[src/rtl/rv32_mem_pkg.sv]
// Shared types for the RV32 misaligned load/store sequencer: FSM states,
// access-size encodings and the byte-lane mask helper.
package rv32_mem_pkg;

   typedef enum logic [2:0] {
      ST_IDLE,
      ST_ACC0,
      ST_WAIT0,
      ST_ACC1,
      ST_WAIT1,
      ST_RESP
   } seq_state_e;

   localparam logic [1:0] SIZE_BYTE = 2'b00;
   localparam logic [1:0] SIZE_HALF = 2'b01;
   localparam logic [1:0] SIZE_WORD = 2'b10;

   // Lanes touched across two consecutive words; bits [7:4] belong to the second word.
   function automatic logic [7:0] lane_mask(input logic [1:0] size, input logic [1:0] off);
      logic [7:0] base;
      case (size)
         SIZE_BYTE: base = 8'b0000_0001;
         SIZE_HALF: base = 8'b0000_0011;
         default:   base = 8'b0000_1111;
      endcase
      return base << off;
   endfunction

endpackage

[src/rtl/rv32_m_load_align.sv]
// Merges the two fetched words, right-justifies the addressed bytes and
// applies sign or zero extension according to funct3.
module rv32_m_load_align
   import rv32_mem_pkg::*;
(
   input  logic [2:0]  funct3_i,
   input  logic [1:0]  off_i,
   input  logic [31:0] lo_i,
   input  logic [23:0] hi_i,
   output logic [31:0] rdata_o
);

   logic [31:0] shifted;

   // The top byte of the high word can never be part of a 4-byte access.
   always_comb begin
      case (off_i)
         2'd0:    shifted = lo_i;
         2'd1:    shifted = {hi_i[7:0],  lo_i[31:8]};
         2'd2:    shifted = {hi_i[15:0], lo_i[31:16]};
         default: shifted = {hi_i[23:0], lo_i[31:24]};
      endcase
   end

   always_comb begin
      case (funct3_i[1:0])
         SIZE_BYTE: rdata_o = funct3_i[2] ? {24'h0, shifted[7:0]}
                                          : {{24{shifted[7]}}, shifted[7:0]};
         SIZE_HALF: rdata_o = funct3_i[2] ? {16'h0, shifted[15:0]}
                                          : {{16{shifted[15]}}, shifted[15:0]};
         default:   rdata_o = shifted;
      endcase
   end

endmodule

[src/rtl/rv32_m_misaligned_sequencer.sv]
// Splits byte/half/word accesses at any alignment into one or two
// word-aligned memory transactions and returns the extended load result.
//
// state  | meaning
// IDLE   | ready for a request
// ACC0   | first (or only) word request pending grant
// WAIT0  | waiting for first word completion
// ACC1   | second word request pending grant
// WAIT1  | waiting for second word completion
// RESP   | one-cycle response pulse
module rv32_m_misaligned_sequencer
   import rv32_mem_pkg::*;
(
   input  logic        clk_i,
   input  logic        rst_ni,
   input  logic        req_valid_i,
   output logic        req_ready_o,
   input  logic        req_we_i,
   input  logic [2:0]  req_funct3_i,
   input  logic [31:0] req_addr_i,
   input  logic [31:0] req_wdata_i,
   output logic        rsp_valid_o,
   output logic [31:0] rsp_rdata_o,
   output logic        mem_req_o,
   output logic        mem_we_o,
   output logic [31:0] mem_addr_o,
   output logic [3:0]  mem_be_o,
   output logic [31:0] mem_wdata_o,
   input  logic        mem_gnt_i,
   input  logic        mem_rvalid_i,
   input  logic [31:0] mem_rdata_i
);

   seq_state_e  state_q, state_d;
   logic        we_q;
   logic [2:0]  f3_q;
   logic [31:0] addr_q, wdata_q, buf_lo_q, rsp_rdata_q;
   logic [23:0] buf_hi_q;

   logic [1:0]  off;
   logic [7:0]  mask;
   logic        split;
   logic [63:0] wpos;
   logic [31:0] addr0, addr1, load_data, resp_data;

   assign off   = addr_q[1:0];
   assign mask  = lane_mask(f3_q[1:0], off);
   assign split = |mask[7:4];
   assign wpos  = {32'h0, wdata_q} << {off, 3'b000};
   assign addr0 = {addr_q[31:2], 2'b00};
   assign addr1 = addr0 + 32'd4;

   rv32_m_load_align u_align (
      .funct3_i (f3_q),
      .off_i    (off),
      .lo_i     (buf_lo_q),
      .hi_i     (buf_hi_q),
      .rdata_o  (load_data)
   );

   assign resp_data   = we_q ? 32'h0 : load_data;
   assign rsp_rdata_o = (state_q == ST_RESP) ? resp_data : rsp_rdata_q;
   assign mem_we_o    = we_q;

   always_comb begin
      state_d     = state_q;
      req_ready_o = 1'b0;
      rsp_valid_o = 1'b0;
      mem_req_o   = 1'b0;
      mem_addr_o  = addr0;
      mem_be_o    = mask[3:0];
      mem_wdata_o = wpos[31:0];
      case (state_q)
         ST_IDLE: begin
            req_ready_o = 1'b1;
            if (req_valid_i) state_d = ST_ACC0;
         end
         ST_ACC0: begin
            mem_req_o = 1'b1;
            if (mem_gnt_i) state_d = ST_WAIT0;
         end
         ST_WAIT0: begin
            if (mem_rvalid_i) state_d = split ? ST_ACC1 : ST_RESP;
         end
         ST_ACC1: begin
            mem_req_o   = 1'b1;
            mem_addr_o  = addr1;
            mem_be_o    = mask[7:4];
            mem_wdata_o = wpos[63:32];
            if (mem_gnt_i) state_d = ST_WAIT1;
         end
         ST_WAIT1: begin
            mem_addr_o  = addr1;
            mem_be_o    = mask[7:4];
            mem_wdata_o = wpos[63:32];
            if (mem_rvalid_i) state_d = ST_RESP;
         end
         ST_RESP: begin
            rsp_valid_o = 1'b1;
            state_d     = ST_IDLE;
         end
         default: state_d = ST_IDLE;
      endcase
   end

   always_ff @(posedge clk_i or negedge rst_ni) begin
      if (!rst_ni) begin
         state_q     <= ST_IDLE;
         we_q        <= 1'b0;
         f3_q        <= 3'b0;
         addr_q      <= 32'h0;
         wdata_q     <= 32'h0;
         buf_lo_q    <= 32'h0;
         buf_hi_q    <= 24'h0;
         rsp_rdata_q <= 32'h0;
      end else begin
         state_q <= state_d;
         if (state_q == ST_IDLE && req_valid_i) begin
            we_q    <= req_we_i;
            f3_q    <= req_funct3_i;
            addr_q  <= req_addr_i;
            wdata_q <= req_wdata_i;
         end
         if (state_q == ST_WAIT0 && mem_rvalid_i) buf_lo_q <= mem_rdata_i;
         if (state_q == ST_WAIT1 && mem_rvalid_i) buf_hi_q <= mem_rdata_i[23:0];
         if (state_q == ST_RESP) rsp_rdata_q <= resp_data;
      end
   end

endmodule

[config.mk]
export PLATFORM = sky130hd
export DESIGN_NAME = rv32_m_misaligned_sequencer
export DESIGN_NICKNAME = d
export VERILOG_FILES = /design/src/rtl/rv32_mem_pkg.sv /design/src/rtl/rv32_m_load_align.sv /design/src/rtl/rv32_m_misaligned_sequencer.sv
export SDC_FILE = /design/constraint.sdc
export NUM_CORES = 1
export LEC_CHECK = 0
export CORE_UTILIZATION = 41
export CTS_BUF_LIST = sky130_fd_sc_hd__clkbuf_4 sky130_fd_sc_hd__clkbuf_8
export DETAILED_ROUTE_END_ITERATION = 8
export GPL_ROUTABILITY_DRIVEN = 0
export GPL_TIMING_DRIVEN = 0
export PLACE_DENSITY = 0.73
export SLEW_MARGIN = 30
export SYNTH_ARGS = -nofsm -noshare
export SYNTH_HDL_FRONTEND = slang
export SYNTH_SLANG_ARGS = --single-unit
[constraint.sdc]
create_clock -name clk_i -period 2.5 [get_ports clk_i]
set_clock_uncertainty 0.1 [all_clocks]
set_input_delay 0.5 -clock clk_i [delete_from_list [all_inputs] [get_ports clk_i]]
set_output_delay 0.5 -clock clk_i [all_outputs]
set_load 0.01 [all_outputs]
* Word level (Yosys, flattened, before mapping)
Index checks and enable logic that the tools add are counted.
** Word-level totals
- Bits in registers :: 159
- Output and inout port bits :: 104
- Input bits :: 105
- Logic and storage cells :: 54
** Cells by class
- Shift operators :: 2
- Reduce and logical (&&, ||, !) cells :: 10
- Mux-type cells :: 20
- $add $sub $neg :: 1
- Equality and inequality tests :: 13
** Operators with widths (count)
- $mux 32 :: 6
- $pmux 32 s3 :: 1
- $pmux 32 s2 :: 1
- $shl 32x5->64 :: 1
- $add 32x3->32 const B :: 1
- $mux 3 :: 6
- $pmux 3 s5 :: 1
- $ne 2x2->1 const B :: 5
- $pmux 4 s2 :: 1
- $shl 8x2->8 :: 1
- $eq 3x2->1 const B :: 2
- $eq 3x3->1 const B :: 2
- $reduce_and 5->1 :: 1
- $eq 2x1->1 const B :: 2
- $logic_not 2->1 :: 2
- $mux 4 :: 1
- $reduce_or 2->1 :: 2
- $reduce_or 4->1 :: 1
- $eq 3x1->1 const B :: 1
- $logic_and 1x1->1 :: 3
- $logic_not 3->1 :: 1
- $mux 1 :: 3
- $eq 2x2->1 const B :: 1

* Longest topological paths before layout
Gate-level depths: netlist of the first run.
- Depth after elaboration :: 7
- Mapped depth :: 8
- Mapped depth without buffers :: 5

* Modules after synthesis
Synthesis of the first run repeated with hierarchy kept, for this count alone.
** Second synthesis, totals
- Cell total of the unflattened synthesis :: 786
- Area, all modules :: 8809.7 µm²
** By module, submodules not included
- rv32_m_misaligned_sequencer :: sequential area each 3978.8 µm², times used 1, area each 7699.9 µm², cells an instance 685
- rv32_m_load_align :: sequential area each 0.0 µm², times used 1, area each 1109.8 µm², cells an instance 101

* Least setup slack after synthesis of the first run
Ideal clock, no wire load.
- Path kind :: register -> output
- Start point :: register state_q[0]
- End point :: output port mem_addr_o[24]
- Path buffers :: 3
- Data arrival time :: 2.066 ns
- Cell stages (with the launch flop) :: 8
- Data required time :: 1.900 ns
- Slack :: -0.166 ns
- Path through :: dfrtp_1 > buf_2 > or3b_1 > buf_2 > a2111o_1 > buf_2 > nor4_2 > xor2_1
** On the way
- Longest elaborated chain between the ends :: 3
- Elaborated cells on any way between the ends :: 4
- Classes of those cells :: 2 x eq/ne; 1 x mux; 1 x reduce/logical
** Ends and longest elaborated chain
- from (decl) :: RTL line rv32_m_misaligned_sequencer.sv:34 : seq_state_e state_q, state_d;
- from (signal assigned) :: RTL line rv32_m_misaligned_sequencer.sv:117 : state_q <= state_d;
- $eq 3x3->1 / $eq 3x2->1 (equally long branches) :: RTL line rv32_m_misaligned_sequencer.sv:73 : case (state_q)
- $reduce_or 2->1 (no line) *
- $mux 32 * :: RTL line rv32_m_misaligned_sequencer.sv:73
- to (decl) :: RTL line rv32_m_misaligned_sequencer.sv:26 : output logic [31:0] mem_addr_o,
Every way passes the cells marked *; elsewhere a longest branch is shown, timed or not.

* Worst setup path after layout of the first run
- Start point :: register state_q[0]
- End point :: output port mem_addr_o[23]
The elaborated chain is that of the path after synthesis.

==> results of run 1 <==
[flip-flops by register name, indices dropped and copies added, names as in the netlist]
register	flops
f3_q	3
wdata_q	32
rsp_rdata_q	32
mem_we_o	1
state_q	3
buf_lo_q	32
buf_hi_q	24
addr_q	32
[through the flow]
step	cells	worst slack, ns	utilization
after detailed placement	1244	-1.166	0.5497
after CTS	1352	-0.8618	0.6234
after global routing	1380	-0.8800	0.6581
after floorplan	772	-0.1097	-
final	1380	-0.8235	0.6581
after global placement	1243	-5.817	0.5480
[tightest hold or removal path, stage by stage (launching register included)]
cell	delay, ns
dfrtp_1	0.33
nand2_1	0.05
o21ai_2	0.06
[final cells by class]
type	instances	share of cell area
Clock inverter	12	0.008458
Inverter	9	0.002595
Clock buffer	20	0.02066
Tap cell	265	0.02547
Multi-Input combinational cell	547	0.3850
Timing Repair Buffer	320	0.2198
Buffer	48	0.03200
Sequential cell	159	0.3060
[power groups by stage]
stage	Sequential, W	Clock (W)	Combinational, W
floorplan	0.00452	0	0.00515
global placement	0.00478	0	0.00865
detailed placement	0.00482	0	0.00876
CTS	0.00483	0.00189	0.00982
global route	0.00515	0.00199	0.0119
finish	0.00499	0.00186	0.0113
[kinds of logic (layout without fill, tap and decap cells)]
logic type               Yosys count  in the layout  share of synthesized area
AND/OR/NAND/NOR                  206            207                     0.1168
XOR/XNOR                          30             30                    0.03132
AO/OA/AOI/OAI                    119            119                    0.09501
multiplexers                     188            188                     0.2477
flip-flops                       159            159                     0.4743
adder cells (fa/ha/maj)            1              1                   0.001491
other                              1              2                  0.0004470
buffers and inverters             67            409                    0.03296
[worst min-delay path by stage]
stage,startpoint,endpoint,slack [ns],depth (start not counted)
finish,rsp_rdata_q[9],rsp_rdata_q[9],0.37,2
global route,rsp_rdata_q[10],rsp_rdata_q[10],0.41,2
CTS,rsp_rdata_q[12],rsp_rdata_q[12],0.38,2
detailed placement,rsp_rdata_q[8],rsp_rdata_q[8],0.39,2
global placement,rsp_rdata_q[12],rsp_rdata_q[12],0.37,2
floorplan,rst_ni,addr_q[0],0.10,0
[timing repair]
| action | in CTS | in global routing |
|---|---|---|
| setup endpoints to repair | 152 | 212 |
| hold buffers | 1 | 0 |
| resized for setup | 604 | 159 |
| cloned | 3 | 3 |
| buffers inserted | 78 | 44 |
| pin swaps | 60 | 75 |
| endpoints found under the hold margin | 82 | 0 |
[layout by cell type, fill, tap and decap left out, drive strengths merged, types with 8 or more instances in the layout]
cell type and n:
o21ai 29, clkbuf 47, xor2 15, o21a 9, inv 11, dfrtp 159, a21o 8, a21oi 14
mux2 127, nand3 20, clkdlybuf4s50 104, buf 234, a31oi 9, and3 11, nor2 16, nand2 113
nor3 17, xnor2 15, o22ai 18, o211ai 16, mux2i 58
[layer usage]
metal  wire, µm  track usage  vias up
li1           -            -     3440
met1      11990       0.3377     3846
met2      13980       0.4272      378
met3       1939      0.05503      101
met4       1143      0.09734        0
met5          0            0        -
==> impl_metrics.toml, run 1 <==
[clock_tree]
htree_num_levels = 4
cts-root-buf = "clkbuf_8"
path_clk_slew_ns = 0.09
insertion_delay_ns = 0.47
max-clock-path-buffers = 2
cts_buffers = 17
clkSinkCount = 159
cts_tree = "done"

[global_routing]
grt_pass1_vias = 7582
grt_max_degree = 84
antenna_found_initial = 0
grt_pass1_wl_um = 42730
grt-ovfl-total = 0
grt_usage = 0.2607

[pwr]
power.total_w = 0.01816
intPower_w = 0.01047
combinationalPowerShare = 0.623
p_sw_w = 0.007689
netSwitchingFraction = 0.4233
p_seq_frac = 0.275
power_frac_clock = 0.102
ir_worst_vdd_v = 0.0008972
power_density_mw_per_mm2 = 1395
p_leak_nw = 5.877

[timing]
fin_hold_ws_ns = 0.3704
slew_headroom = 0.5693
setup_violations = 98
fin_setup_tns_ns = -53.53
final.setup.worst_slack_ns = -0.8235
max_freq_mhz = 300.9
slew_viol_final = 0
tightest_slew_ns = 0.6461
fin_crit_sh = 1.329
finalCriticalPeriod_ns = 3.324
rsz0062_at_grt = "true"
final_hold_viol_count = 0

[logic_synthesis]
yosysTopAreaCell = "dfrtp_1"
yosys_warnings = 0
netlist_top_cells_count = "dfrtp_1, mux2_2, nand2_1, mux2i_1, clkbuf_1"
synth_area_mm2 = 0.008389
yosysMostFrequentCell = "dfrtp_1"
synth-async-reset-ratio = 1.000
syn-mean-instance-area_um2 = 10.88
yosysSeqAreaShare = 0.4743
synthCells = 771
synth_area_leaders = "dfrtp_1, mux2_2, mux2i_1"
ys_types = 47
synth_top_area_frac = 0.4743
synth_top_flop_cell = "dfrtp_1"
synth.ff_latch_count = 159
synth-edff-count = 0

[floorplanning]
dieWidth_um = 145.0
rows = 51
start_util = 0.4241
die_y_um = 145.0
die_area_mm2 = 0.02104
ioPinCount = 209
coreArea_mm2 = 0.01978

[critical_path]
crit_path_cell_trace = "buf_6 -> or3b_1 -> buf_6 -> a2111o_1 -> buf_8 -> nor3_2 -> xor2_1 -> buf_2"
path_class = "flop to output port"
crit_start = "state_q[0]"
start_kind = "flop"
crit_family = "buffers and inverters"
critPathMostFrequentCell = "buf_6"
max_stage_delay_ns = 0.45
crit_path_end = "mem_addr_o[23]"
rrSetupSlack_ns = 0.05
required_ns = 1.90
timing.rr.start = "state_q[0]"
cp_max_fo = 5
end_kind = "output port"
crit_buf_inv = 4
cp_num_cells = 8
reg2reg_depth = 7
r2r_end = "wdata_q[30]"
crit_arrival_ns = 2.72
slowest_stage = "a2111o_1"

[placed_design]
place.port_buffers = 206
dpl_cell_area_mm2 = 0.01087
dp_hpwl_um = 18200

[detailed_routing]
drt_wl_total_um = 29050
drcViolationCount = 0
avgRoutedWirePerCell_um = 21.05
viasPerCell = 5.627
dr.first_iter.drc_count = 611
dr.pass1.iters = 7
num_vias = 7765
ant_nets = 0

[final_layout]
fill_cells = 1442
drive_above_1_share = 0.4906
area_growth_pct = 55.18
nNetsFinal = 1208
final_cell_area_mm2 = 0.01302
multiInputGateArea_mm2 = 0.005012
register_area_mm2 = 0.003984
diodes = 0

[status]
outcome = "finished, violations left"
violations = "negative setup slack"

[run]
cap_viol_max_count = 0

[min_path]
hold_path.class = "flop to flop"
Power figures use the tool's default switching activity.
==> run 2: changes to the inputs <==
- ABC_AREA: not set -> 1
- CORE_UTILIZATION: 41 -> 40
- PLACE_DENSITY: 0.73 -> 0.71
==> impl_metrics.toml, run 2 <==
[timing]
max_freq_mhz = 357.4
final_hold_viol_count = 0
rsz0062_at_grt = "true"
fin_crit_sh = 1.119
slew_headroom = 0.5831
fin_hold_ws_ns = 0.3730
slew_viol_final = 0
final.setup.worst_slack_ns = -0.2981
finalCriticalPeriod_ns = 2.798
setup_violations = 97
tightest_slew_ns = 0.6253

[pwr]
power_density_mw_per_mm2 = 1434
p_leak_nw = 6.524
power.total_w = 0.02014
ir_worst_vdd_v = 0.0008530

[floorplanning]
ioPinCount = 209
die_y_um = 150.9
start_util = 0.4078
dieWidth_um = 150.9
die_area_mm2 = 0.02278
rows = 54
coreArea_mm2 = 0.02176

[clock_tree]
cts_buffers = 17
htree_num_levels = 4
cts-root-buf = "clkbuf_8"
insertion_delay_ns = 0.48
max-clock-path-buffers = 2
clkSinkCount = 159
path_clk_slew_ns = 0.09
cts_tree = "done"

[detailed_routing]
drcViolationCount = 0
dr.pass1.iters = 6
avgRoutedWirePerCell_um = 21.17
num_vias = 10026
ant_nets = 0
drt_wl_total_um = 36840
viasPerCell = 5.762
dr.first_iter.drc_count = 1110

[global_routing]
grt_pass1_wl_um = 50660
grt_usage = 0.2957
grt_pass1_vias = 9401
grt-ovfl-total = 0
grt_max_degree = 85
antenna_found_initial = 1

[critical_path]
crit_arrival_ns = 2.20
rrSetupSlack_ns = -0.25
start_kind = "flop"
required_ns = 1.90
cp_max_fo = 8
end_kind = "output port"
crit_path_cell_trace = "buf_6 -> buf_6 -> buf_8 -> buf_4 -> o21ai_2 -> a21oi_2 -> o22ai_4 -> buf_2"
critPathMostFrequentCell = "buf_6"
path_class = "flop to output port"
max_stage_delay_ns = 0.41
slowest_stage = "dfrtp_1"

[logic_synthesis]
synth_top_family_by_area = "simple AND/OR/NAND/NOR gates"
yosys_warnings = 0
synthCells = 1094
yosysSeqAreaShare = 0.4485
synth_area_leaders = "dfrtp_1, nand2_1, mux2_2"
syn-mean-instance-area_um2 = 8.110
synth_top_flop_cell = "dfrtp_1"
yosys.area_share.simple = 0.2428
synth-async-reset-ratio = 1.000
netlist_top_cells_count = "nand2_1, dfrtp_1, nor2_1, o21ai_0, inv_1"
synth_xor_area_frac = 0.01382
synthMuxAreaShare = 0.08927
ys_types = 40
yosysTopAreaCell = "dfrtp_1"
synth_fa_ha_area_frac = 0.001410
synth-compound-area-share = 0.1300
synth.ff_latch_count = 159
synth-edff-count = 0
synth_area_mm2 = 0.008872
yosysMostFrequentCell = "nand2_1"
synth_top_area_frac = 0.4485

[final_layout]
fill_cells = 1704
final_common_cell = "nand2_1"
area_growth_pct = 58.33
drive_above_1_share = 0.4048
final_cell_mix = "nand2_1, dfrtp_1, clkdlybuf4s50_1, buf_6, nor2_1"
nNetsFinal = 1553
diodes = 0

[placed_design]
dp_hpwl_um = 21570
place.port_buffers = 206

[status]
outcome = "finished, violations left"
violations = "negative setup slack"

[run]
cap_viol_max_count = 0

[min_path]
hold_path.class = "flop to flop"
-- run 2: logic make-up (layout without fill, tap and decap cells) --
| kind of cell | Yosys count | in the layout |
|---|---|---|
| buffers and inverters | 138 | 501 |
| XOR/XNOR | 14 | 14 |
| other | 1 | 2 |
| AND/OR/NAND/NOR | 513 | 515 |
| multiplexers | 67 | 67 |
| AO/OA/AOI/OAI | 201 | 201 |
| adder cells (fa/ha/maj) | 1 | 1 |
| flip-flops | 159 | 159 |
-- run 2: layer usage --
metal	up-vias	track usage	part of all wire
li1	4320	-	-
met4	2	0.1260	0.056
met3	195	0.07078	0.10
met2	726	0.4894	0.48
met5	-	0	0.00041
met1	4783	0.3676	0.36
-- run 2: path summary, 6_finish.rpt --
kind,from,end,cells past startpoint
setup / recovery,addr_q[0],mem_wdata_o[4],8
min in group asynchronous,rst_ni,buf_lo_q[30],2
setup reg to reg,addr_q[0],rsp_rdata_q[22],18
hold / removal,rsp_rdata_q[11],rsp_rdata_q[11],2
hold reg to reg,rsp_rdata_q[11],rsp_rdata_q[11],2
max in group asynchronous,rst_ni,addr_q[15],3
-- run 2: layout make-up --
cell class	count	area [µm²]	share of cell area
Buffer	56	525.5	0.03741
Clock buffer	18	241.5	0.01719
Clock inverter	14	156.4	0.01113
Inverter	79	317.8	0.02262
Multi-Input combinational cell	800	5349	0.3808
Sequential cell	159	3991	0.2841
Tap cell	280	350.3	0.02494
Timing Repair Buffer	334	3115	0.2218
-- run 2: power by group --
part           internal, W  switching, W  total, W
clock             0.000911       0.00109   0.00200
sequential         0.00383       0.00111   0.00494
combinational      0.00597       0.00723    0.0132
total               0.0107       0.00943    0.0201
-- run 2: timing repair --
item | 4_1_cts | 5_1_grt
gates resized for setup | 677 | 202
hold endpoints to repair | 75 | 0
setup endpoints to repair | 99 | 99
setup buffers | 80 | 50
pin swaps | 57 | 79
hold buffers | 1 | 0
gates cloned | 7 | 0
-- run 2: critical path, delay by kind of cell, from the launching register on --
kind                   cells  cell delay (ns)
AO/OA/AOI/OAI              3             0.59
buffers and inverters      5             0.72
flip-flops                 1             0.41
-- run 2: per-stage QoR --
stage,worst slack [ns],cell area (µm²),util,instances,setup TNS [ns]
2_1_floorplan,0.4630,8876,-,1095,0
3_3_place_gp,-5.877,11290,0.5189,1581,-955.02
3_5_place_dp,-0.4733,11320,0.5204,1582,-23.82
4_1_cts,-0.2390,13050,0.5997,1701,-12.76
5_1_grt,-0.3873,14050,0.6457,1740,-23.84
6_report,-0.2981,14050,0.6457,1740,-18.64
==> run 3: changes to the inputs <==
- HOLD_SLACK_MARGIN: not set -> 0.03
- MAX_ROUTING_LAYER: not set -> met4
- SLEW_MARGIN: 30 -> not set
==> impl_metrics.toml, run 3 (synthesized netlist as in run 2, its figures left out) <==
[status]
outcome = "finished, violations left"
violations = "negative setup slack"

[timing]
slew_viol_final = 0
tightest_slew_ns = 0.5951
final_hold_viol_count = 0
finalCriticalPeriod_ns = 2.853
max_freq_mhz = 350.5
fin_crit_sh = 1.141
setup_violations = 98
rsz0062_at_grt = "true"
slew_headroom = 0.6033
fin_hold_ws_ns = 0.3759
final.setup.worst_slack_ns = -0.3531

[global_routing]
grt_pass1_wl_um = 50130
grt_pass1_vias = 9401
grt_max_degree = 86
grt_usage = 0.3013
grt-ovfl-total = 0
antenna_found_initial = 1

[placed_design]
dp_cells = 1582
place.port_buffers = 206
dp_hpwl_um = 21570
detailedPlace.worstSlack_ns = -0.4873

[critical_path]
cp_max_fo = 10
path_class = "flop to output port"
start_kind = "flop"
required_ns = 1.90
end_kind = "output port"
crit_arrival_ns = 2.25

[final_layout]
final_common_cell = "nand2_1"
nNetsFinal = 1557
multiInputGateArea_mm2 = 0.005425
area_growth_pct = 61.32
drive_above_1_share = 0.4194
register_area_mm2 = 0.003996
fin_cells = 1745
fill_cells = 1631
final_cell_mix = "nand2_1, dfrtp_1, buf_6, clkdlybuf4s50_1, nor2_1"

[pwr]
ir_worst_vdd_v = 0.0007819
p_leak_nw = 6.637
power.total_w = 0.02054
power_density_mw_per_mm2 = 1435

[floorplanning]
die_area_mm2 = 0.02278
coreArea_mm2 = 0.02176
ioPinCount = 209
start_util = 0.4078
rows = 54
die_y_um = 150.9
dieWidth_um = 150.9

[clock_tree]
max-clock-path-buffers = 2
path_clk_slew_ns = 0.09
insertion_delay_ns = 0.49
htree_num_levels = 4
clkSinkCount = 159
cts-root-buf = "clkbuf_8"
cts_buffers = 17
cts_tree = "done"

[detailed_routing]
ant_nets = 0
num_vias = 10057
drcViolationCount = 0
viasPerCell = 5.763
avgRoutedWirePerCell_um = 20.92
dr.pass1.iters = 7
drt_wl_total_um = 36510
dr.first_iter.drc_count = 1089

[run]
cap_viol_max_count = 0

[min_path]
hold_path.class = "flop to flop"
[run 3: changes by cell type in the layout (fill, tap and decap cells not counted), sizes merged, moves of 4 or more]
| cell | change |
|---|---|
| buf | +7 |
| clkinv | +5 |
| clkinvlp | -4 |
| dlygate4sd2 | -4 |
[run 3: metrics by stage]
stage	TNS (ns)	util	instance area, µm²
floorplan	0	-	8876
global placement	-955.02	0.5189	11290
detailed placement	-24.22	0.5204	11320
CTS	-12.15	0.6042	13140
global route	-26.40	0.6579	14310
finish	-19.64	0.6579	14310
[run 3: worst paths after layout]
check / from / cells after the start / endpoint / slack [ns]
setup / recovery: addr_q[0] / 7 / mem_wdata_o[6] / -0.35
min in group asynchronous: rst_ni / 2 / buf_lo_q[28] / 0.48
hold / removal: rsp_rdata_q[4] / 2 / rsp_rdata_q[4] / 0.38
max in group asynchronous: rst_ni / 3 / addr_q[22] / 0.97
hold reg to reg: rsp_rdata_q[4] / 2 / rsp_rdata_q[4] / 0.38
setup reg to reg: addr_q[0] / 18 / rsp_rdata_q[17] / -0.08
[run 3: critical path, stage by stage (launching register included)]
cell and delay (ns):
dfrtp_1 0.42, buf_2 0.21, buf_2 0.32, nand2_1 0.19
nor2_1 0.22, a21oi_1 0.12, o22ai_4 0.14, buf_2 0.15
[run 3: final cells by class]
type,instances,area share
antenna,1,0.0001748
buffer,55,0.03698
clock buffer,18,0.01731
clock inverter,14,0.01110
inverter,79,0.02238
multi-input combinational,801,0.3791
sequential,159,0.2792
tap,280,0.02448
timing repair buffer,337,0.2285
timing repair inverter,1,0.0007868
[run 3: power by group]
part,internal [W],switching (W),leakage (nW)
Clock,0.000929,0.00112,0.200
Sequential,0.00384,0.00111,1.88
Combinational,0.00620,0.00735,4.56
Total,0.0110,0.00958,6.64
[run 3: what timing repair did]
item,in CTS,in global routing
endpoints found under the setup margin,99,101
gates cloned,7,5
buffers inserted,83,42
hold buffers,1,0
hold endpoints to repair,74,0
gates resized for setup,699,226
pin swaps,74,75
[run 3: layer usage]
metal  vias up  GRT usage  part of all wire
met5         -          -                 0
met4         0     0.1215             0.045
met3       173    0.07410              0.11
met2       724     0.4878              0.48
met1      4819     0.3594              0.36
li1       4341          -                 -
